**src/rtl/mips_multicycle_control.sv**
```systemverilog
// mips_multicycle_control
// Main control FSM for the multi-cycle MIPS datapath. It decodes the opcode held
// in the instruction register and steps the datapath through fetch, decode,
// execute, memory and write-back. It also drives the 3-bit alu_op consumed by
// ALU_CONTROL.
// Optional feature: define CTRL_ADDI_EN to decode addi through the
// ADDI_EX/ADDI_WB states. Without it, addi is reported as an illegal opcode.
// Reset is synchronous and active-high. While reset is high every output reads 0,
// so a reset asserted mid-instruction cannot leave a write strobe active.

module mips_multicycle_control (
  input  logic       i_clk,
  input  logic       i_reset,
  input  logic [5:0] i_opcode,
  input  logic       i_mem_ready,
  output logic       o_pc_write,
  output logic       o_pc_write_cond,
  output logic       o_i_or_d,
  output logic       o_mem_read,
  output logic       o_mem_write,
  output logic       o_ir_write,
  output logic       o_mem_to_reg,
  output logic       o_reg_dst,
  output logic       o_reg_write,
  output logic       o_alu_src_a,
  output logic [1:0] o_alu_src_b,
  output logic [2:0] o_alu_op,
  output logic [1:0] o_pc_source,
  output logic       o_instr_done,
  output logic       o_illegal_op,
  output logic [3:0] o_state
);

  // Opcodes recognised in DECODE
  localparam logic [5:0] OP_RTYPE = 6'b000000;
  localparam logic [5:0] OP_LW    = 6'b100011;
  localparam logic [5:0] OP_SW    = 6'b101011;
  localparam logic [5:0] OP_BEQ   = 6'b000100;
  localparam logic [5:0] OP_J     = 6'b000010;
`ifdef CTRL_ADDI_EN
  localparam logic [5:0] OP_ADDI  = 6'b001000;
`endif

  // Encodings handed to ALU_CONTROL
  localparam logic [2:0] ALU_ADD   = 3'b000;
  localparam logic [2:0] ALU_SUB   = 3'b001;
  localparam logic [2:0] ALU_FUNCT = 3'b010;

  // ALU B operand select
  localparam logic [1:0] SRCB_REG   = 2'b00;
  localparam logic [1:0] SRCB_FOUR  = 2'b01;
  localparam logic [1:0] SRCB_IMM   = 2'b10;
  localparam logic [1:0] SRCB_IMMSH = 2'b11;

  // PC source select
  localparam logic [1:0] PCSRC_ALU    = 2'b00;
  localparam logic [1:0] PCSRC_ALUOUT = 2'b01;
  localparam logic [1:0] PCSRC_JUMP   = 2'b10;

  // State codes. These are also exported on o_state for debug.
  localparam logic [3:0] S_RST      = 4'd0;
  localparam logic [3:0] S_FETCH    = 4'd1;
  localparam logic [3:0] S_DECODE   = 4'd2;
  localparam logic [3:0] S_MEM_ADDR = 4'd3;
  localparam logic [3:0] S_MEM_RD   = 4'd4;
  localparam logic [3:0] S_MEM_WB   = 4'd5;
  localparam logic [3:0] S_MEM_WR   = 4'd6;
  localparam logic [3:0] S_EXEC     = 4'd7;
  localparam logic [3:0] S_R_WB     = 4'd8;
  localparam logic [3:0] S_BRANCH   = 4'd9;
  localparam logic [3:0] S_JUMP     = 4'd10;
`ifdef CTRL_ADDI_EN
  localparam logic [3:0] S_ADDI_EX  = 4'd11;
  localparam logic [3:0] S_ADDI_WB  = 4'd12;
`endif

  logic [3:0] r_state;
  logic [3:0] w_nextState;

  logic       w_pcWrite;
  logic       w_pcWriteCond;
  logic       w_iOrD;
  logic       w_memRead;
  logic       w_memWrite;
  logic       w_irWrite;
  logic       w_memToReg;
  logic       w_regDst;
  logic       w_regWrite;
  logic       w_aluSrcA;
  logic [1:0] w_aluSrcB;
  logic [2:0] w_aluOp;
  logic [1:0] w_pcSource;
  logic       w_instrDone;
  logic       w_illegalOp;
  logic       w_run;

  // State register; reset wins on any edge, including mid-instruction
  always_ff @(posedge i_clk) begin
    if (i_reset) begin
      r_state <= S_RST;
    end else begin
      r_state <= w_nextState;
    end
  end

  // Next-state logic: mem_ready only matters in the three memory-access states
  always_comb begin
    w_nextState = S_RST;
    case (r_state)
      S_RST: begin
        w_nextState = S_FETCH;
      end
      S_FETCH: begin
        w_nextState = i_mem_ready ? S_DECODE : S_FETCH;
      end
      S_DECODE: begin
        case (i_opcode)
          OP_RTYPE: w_nextState = S_EXEC;
          OP_LW:    w_nextState = S_MEM_ADDR;
          OP_SW:    w_nextState = S_MEM_ADDR;
          OP_BEQ:   w_nextState = S_BRANCH;
          OP_J:     w_nextState = S_JUMP;
`ifdef CTRL_ADDI_EN
          OP_ADDI:  w_nextState = S_ADDI_EX;
`endif
          default:  w_nextState = S_FETCH;
        endcase
      end
      S_MEM_ADDR: begin
        w_nextState = (i_opcode == OP_LW) ? S_MEM_RD : S_MEM_WR;
      end
      S_MEM_RD: begin
        w_nextState = i_mem_ready ? S_MEM_WB : S_MEM_RD;
      end
      S_MEM_WB: begin
        w_nextState = S_FETCH;
      end
      S_MEM_WR: begin
        w_nextState = i_mem_ready ? S_FETCH : S_MEM_WR;
      end
      S_EXEC: begin
        w_nextState = S_R_WB;
      end
      S_R_WB: begin
        w_nextState = S_FETCH;
      end
      S_BRANCH: begin
        w_nextState = S_FETCH;
      end
      S_JUMP: begin
        w_nextState = S_FETCH;
      end
`ifdef CTRL_ADDI_EN
      S_ADDI_EX: begin
        w_nextState = S_ADDI_WB;
      end
      S_ADDI_WB: begin
        w_nextState = S_FETCH;
      end
`endif
      default: begin
        w_nextState = S_RST;
      end
    endcase
  end

  // Output decode: each state raises only its own controls, everything else stays 0
  always_comb begin
    w_pcWrite     = 1'b0;
    w_pcWriteCond = 1'b0;
    w_iOrD        = 1'b0;
    w_memRead     = 1'b0;
    w_memWrite    = 1'b0;
    w_irWrite     = 1'b0;
    w_memToReg    = 1'b0;
    w_regDst      = 1'b0;
    w_regWrite    = 1'b0;
    w_aluSrcA     = 1'b0;
    w_aluSrcB     = SRCB_REG;
    w_aluOp       = ALU_ADD;
    w_pcSource    = PCSRC_ALU;
    w_instrDone   = 1'b0;
    w_illegalOp   = 1'b0;
    case (r_state)
      S_FETCH: begin
        w_memRead  = 1'b1;
        w_aluSrcB  = SRCB_FOUR;
        w_aluOp    = ALU_ADD;
        w_pcSource = PCSRC_ALU;
        w_irWrite  = i_mem_ready;
        w_pcWrite  = i_mem_ready;
      end
      S_DECODE: begin
        w_aluSrcB = SRCB_IMMSH;
        w_aluOp   = ALU_ADD;
        case (i_opcode)
          OP_RTYPE, OP_LW, OP_SW, OP_BEQ, OP_J: w_illegalOp = 1'b0;
`ifdef CTRL_ADDI_EN
          OP_ADDI: w_illegalOp = 1'b0;
`endif
          default: w_illegalOp = 1'b1;
        endcase
      end
      S_MEM_ADDR: begin
        w_aluSrcA = 1'b1;
        w_aluSrcB = SRCB_IMM;
        w_aluOp   = ALU_ADD;
      end
      S_MEM_RD: begin
        w_memRead = 1'b1;
        w_iOrD    = 1'b1;
      end
      S_MEM_WB: begin
        w_regWrite  = 1'b1;
        w_memToReg  = 1'b1;
        w_regDst    = 1'b0;
        w_instrDone = 1'b1;
      end
      S_MEM_WR: begin
        w_memWrite  = 1'b1;
        w_iOrD      = 1'b1;
        w_instrDone = i_mem_ready;
      end
      S_EXEC: begin
        w_aluSrcA = 1'b1;
        w_aluSrcB = SRCB_REG;
        w_aluOp   = ALU_FUNCT;
      end
      S_R_WB: begin
        w_regWrite  = 1'b1;
        w_regDst    = 1'b1;
        w_memToReg  = 1'b0;
        w_instrDone = 1'b1;
      end
      S_BRANCH: begin
        w_aluSrcA     = 1'b1;
        w_aluSrcB     = SRCB_REG;
        w_aluOp       = ALU_SUB;
        w_pcWriteCond = 1'b1;
        w_pcSource    = PCSRC_ALUOUT;
        w_instrDone   = 1'b1;
      end
      S_JUMP: begin
        w_pcWrite   = 1'b1;
        w_pcSource  = PCSRC_JUMP;
        w_instrDone = 1'b1;
      end
`ifdef CTRL_ADDI_EN
      S_ADDI_EX: begin
        w_aluSrcA = 1'b1;
        w_aluSrcB = SRCB_IMM;
        w_aluOp   = ALU_ADD;
      end
      S_ADDI_WB: begin
        w_regWrite  = 1'b1;
        w_regDst    = 1'b0;
        w_memToReg  = 1'b0;
        w_instrDone = 1'b1;
      end
`endif
      default: begin
        w_illegalOp = 1'b0;
      end
    endcase
  end

  // Hold every output at 0 while reset is asserted, whatever state we were in
  assign w_run = ~i_reset;

  assign o_pc_write      = w_pcWrite     & w_run;
  assign o_pc_write_cond = w_pcWriteCond & w_run;
  assign o_i_or_d        = w_iOrD        & w_run;
  assign o_mem_read      = w_memRead     & w_run;
  assign o_mem_write     = w_memWrite    & w_run;
  assign o_ir_write      = w_irWrite     & w_run;
  assign o_mem_to_reg    = w_memToReg    & w_run;
  assign o_reg_dst       = w_regDst      & w_run;
  assign o_reg_write     = w_regWrite    & w_run;
  assign o_alu_src_a     = w_aluSrcA     & w_run;
  assign o_alu_src_b     = w_aluSrcB     & {2{w_run}};
  assign o_alu_op        = w_aluOp       & {3{w_run}};
  assign o_pc_source     = w_pcSource    & {2{w_run}};
  assign o_instr_done    = w_instrDone   & w_run;
  assign o_illegal_op    = w_illegalOp   & w_run;
  assign o_state         = r_state       & {4{w_run}};

endmodule

```
**config.mk**
```make
export PLATFORM = sky130hd
export DESIGN_NAME = mips_multicycle_control
export DESIGN_NICKNAME = d
export VERILOG_FILES = /design/src/rtl/mips_multicycle_control.sv
export SDC_FILE = /design/constraint.sdc
export NUM_CORES = 1
export LEC_CHECK = 0
export BUFFER_PORTS_ARGS = -buffer_cell sky130_fd_sc_hd__buf_2
export CORE_AREA = 2 2 39 41
export DETAILED_ROUTE_END_ITERATION = 12
export DIE_AREA = 0 0 41 43
export GPL_ROUTABILITY_DRIVEN = 0
export PLACE_DENSITY = 0.78
export SYNTH_ARGS = -nofsm -noshare
export SYNTH_HDL_FRONTEND = slang
export SYNTH_SLANG_ARGS = --single-unit
```
**constraint.sdc**
```tcl
create_clock -name i_clk -period 3.5 [get_ports i_clk]
set_input_delay 0.35 -clock i_clk [delete_from_list [all_inputs] [get_ports i_clk]]
set_output_delay 0.35 -clock i_clk [all_outputs]
set_load 0.03 [all_outputs]
```
==> metrics.cfg <==
[routing]
vias = 724
drt_wl_total_um = 1450
via_per_inst = 5.57
drt_iter0_markers = 25
ant_nets = 0
wl_per_cell_um = 11.2
drc = 0
drt_first_pass_iters = 4

[clock_tree]
clkLatencyLatePin_ns = 0.23
cts-root-buf = clkbuf_4
hold_buffers = 0
cts_resized = 0
path_clk_slew_ns = 0.04
cts_tree = done
cts_max_level = 1
clock_sinks = 4
clockBufferDepth = 2
cts_made_buffers = 3
post_cts_buffers = 0

[sta]
setup_tns_ns = 0
slew_viol_final = 0
finalCritPeriodShare_pct = 60.7
fmax_mhz = 470
max_slew_margin_pct = 62.2
worst_pin_slew_ns = 0.566
hold_violations = 0
period_needed_ns = 2.13
fin_skew_ns = 0.00497
rsz0062_at_grt = no
timing.final.ws_setup_ns = 1.37
setup_violations = 0

[placement]
hpwl_um = 1070
portBuffers = 30
post-place-ws_ns = 1.63

[job]
cap_violations = 0

[cells_and_area]
multi_input_area_sq_um = 443
area_growth_pct = 20.4
nets = 125
regMostFlops = r_state
diodes = 0
largest_register_ffs = 4
largestRegisters = r_state x4
drive_above_1_share_pct = 29.8
ff_latch_area_sq_um = 80.1
nFillCells = 135

[yosys]
async_reset_ff_share_pct = 0
avgSynthCellArea_sq_um = 6.53
synthCells = 92
syn_area_sq_um = 601
synth-edff-count = 0
synth_seq_area_share_pct = 13.3
yosys_warnings = 0
synth_flop_cell = dfxtp_1
synth.distinct_cells = 32
synth_nets = 101
synth-seq-cells = 4

[global_routing]
grt_usage_pct = 16.6
gr-total-overflow = 0
grt_pass1_vias = 537
grt_start_max_net_pins = 21
antenna_found_initial = 0
grt_pass1_wl_um = 2120

[worst_setup_path]
crit_type = flop to output port
startpoint_type = flop
critical_path_required_ns = 3.15
cp.arrival_ns = 1.78
path_max_fanout = 20
r2r_cells = 4
end_kind = output port

[die]
die-area_sq_um = 1760
rows = 14
die_w_um = 41
ios = 32
core-area_sq_um = 1380
initial_core_util_pct = 43.4
die_y_um = 43

[status]
status = finished, final reports clean

[power_and_ir_drop]
peakVddDrop_uv = 135
p_leak_nw = 0.340
p_per_area_nw_per_um2 = 249

[min_path]
hp-class = input pin to flop
min_path_cells = 4

[power by group]
part | switching [mW] | leakage, nW | internal (mW)
sequential | 0.00996 | 0.0327 | 0.0485
clock | 0.0184 | 0.0138 | 0.0383
combinational | 0.0403 | 0.294 | 0.0243
total | 0.0688 | 0.340 | 0.111
[final timing paths]
path / to / startpoint / slack [ns]
hold / removal: r_state[3] / i_opcode[5] / 0.48
hold reg to reg: r_state[3] / r_state[1] / 0.59
setup reg to reg: r_state[1] / r_state[0] / 1.97
setup / recovery: o_reg_write / r_state[3] / 1.37
[cells in the mapped netlist (3+ instances only)]
cell type | instances | area (sq um)
or3_1 | 3 | 18.8
dfxtp_1 | 4 | 80.1
buf_2 | 5 | 25.0
nand2b_1 | 6 | 37.5
nor4_1 | 4 | 25.0
nand2_1 | 6 | 22.5
buf_4 | 4 | 30.0
nor2_1 | 11 | 41.3
a21oi_1 | 7 | 35.0
nor2b_1 | 5 | 31.3
nor3_1 | 7 | 35.0
nor3b_1 | 3 | 22.5
nand3b_1 | 3 | 22.5
[metal layers]
metal | vias up | share of wire (%) | global-route usage, %
met3 | 0 | 9.0 | 1.57
met5 | - | 0 | 0
li1 | 367 | - | -
met1 | 317 | 45 | 21.9
met2 | 40 | 46 | 26.3
met4 | 0 | 0 | 6.67
[cell families after synthesis]
| kind of cell | after synthesis | share of synthesized area [%] |
|---|---|---|
| AND/OR/NAND/NOR | 53 | 49.6 |
| AO/OA/AOI/OAI | 18 | 19.0 |
| buffers and inverters | 13 | 12.9 |
| flip-flops | 4 | 13.3 |
| XOR/XNOR | 2 | 2.92 |
| multiplexers | 1 | 1.67 |
| other | 1 | 0.624 |
[critical path: stages, from the launching register on]
cell	delay, ns
dfxtp_1	0.67
nand2b_1	0.27
o22a_1	0.27
nor3_1	0.11
buf_2	0.22
[cell type report]
type                    instances  share of cell area, %
clock buffers                   3                   3.11
inverters                       2                   1.04
multi-input cells              75                   61.2
flip-flops and latches          4                   11.1
well taps                      16                   2.77
repair buffers                 30                   20.8
[through the flow]
| step | hold slack (ns) | std cells | cell area (sq um) | util [%] | power [mW] |
|---|---|---|---|---|---|
| after global placement | 0.594 | 127 | 701 | 50.6 | 0.123 |
| after CTS | 0.476 | 130 | 723 | 52.3 | 0.182 |
| after global routing | 0.519 | 130 | 723 | 52.3 | 0.192 |
| after detailed placement | 0.586 | 127 | 701 | 50.6 | 0.123 |
| after floorplan | 0.517 | 92 | 601 | - | 0.109 |
| final | 0.482 | 130 | 723 | 52.3 | 0.180 |
[cells in the final DEF, fill, tap and decap left out, types with 3 or more instances in the layout]
master,count
nor3b_1,3
nand3b_1,3
a21oi_1,7
nor2_1,11
nand2b_1,6
buf_2,30
nand2_1,6
nor3_1,7
dfxtp_1,4
or3_1,3
nor2b_1,5
nor4_1,4
clkbuf_4,3
Note: power is estimated with default switching activity, not from simulation.
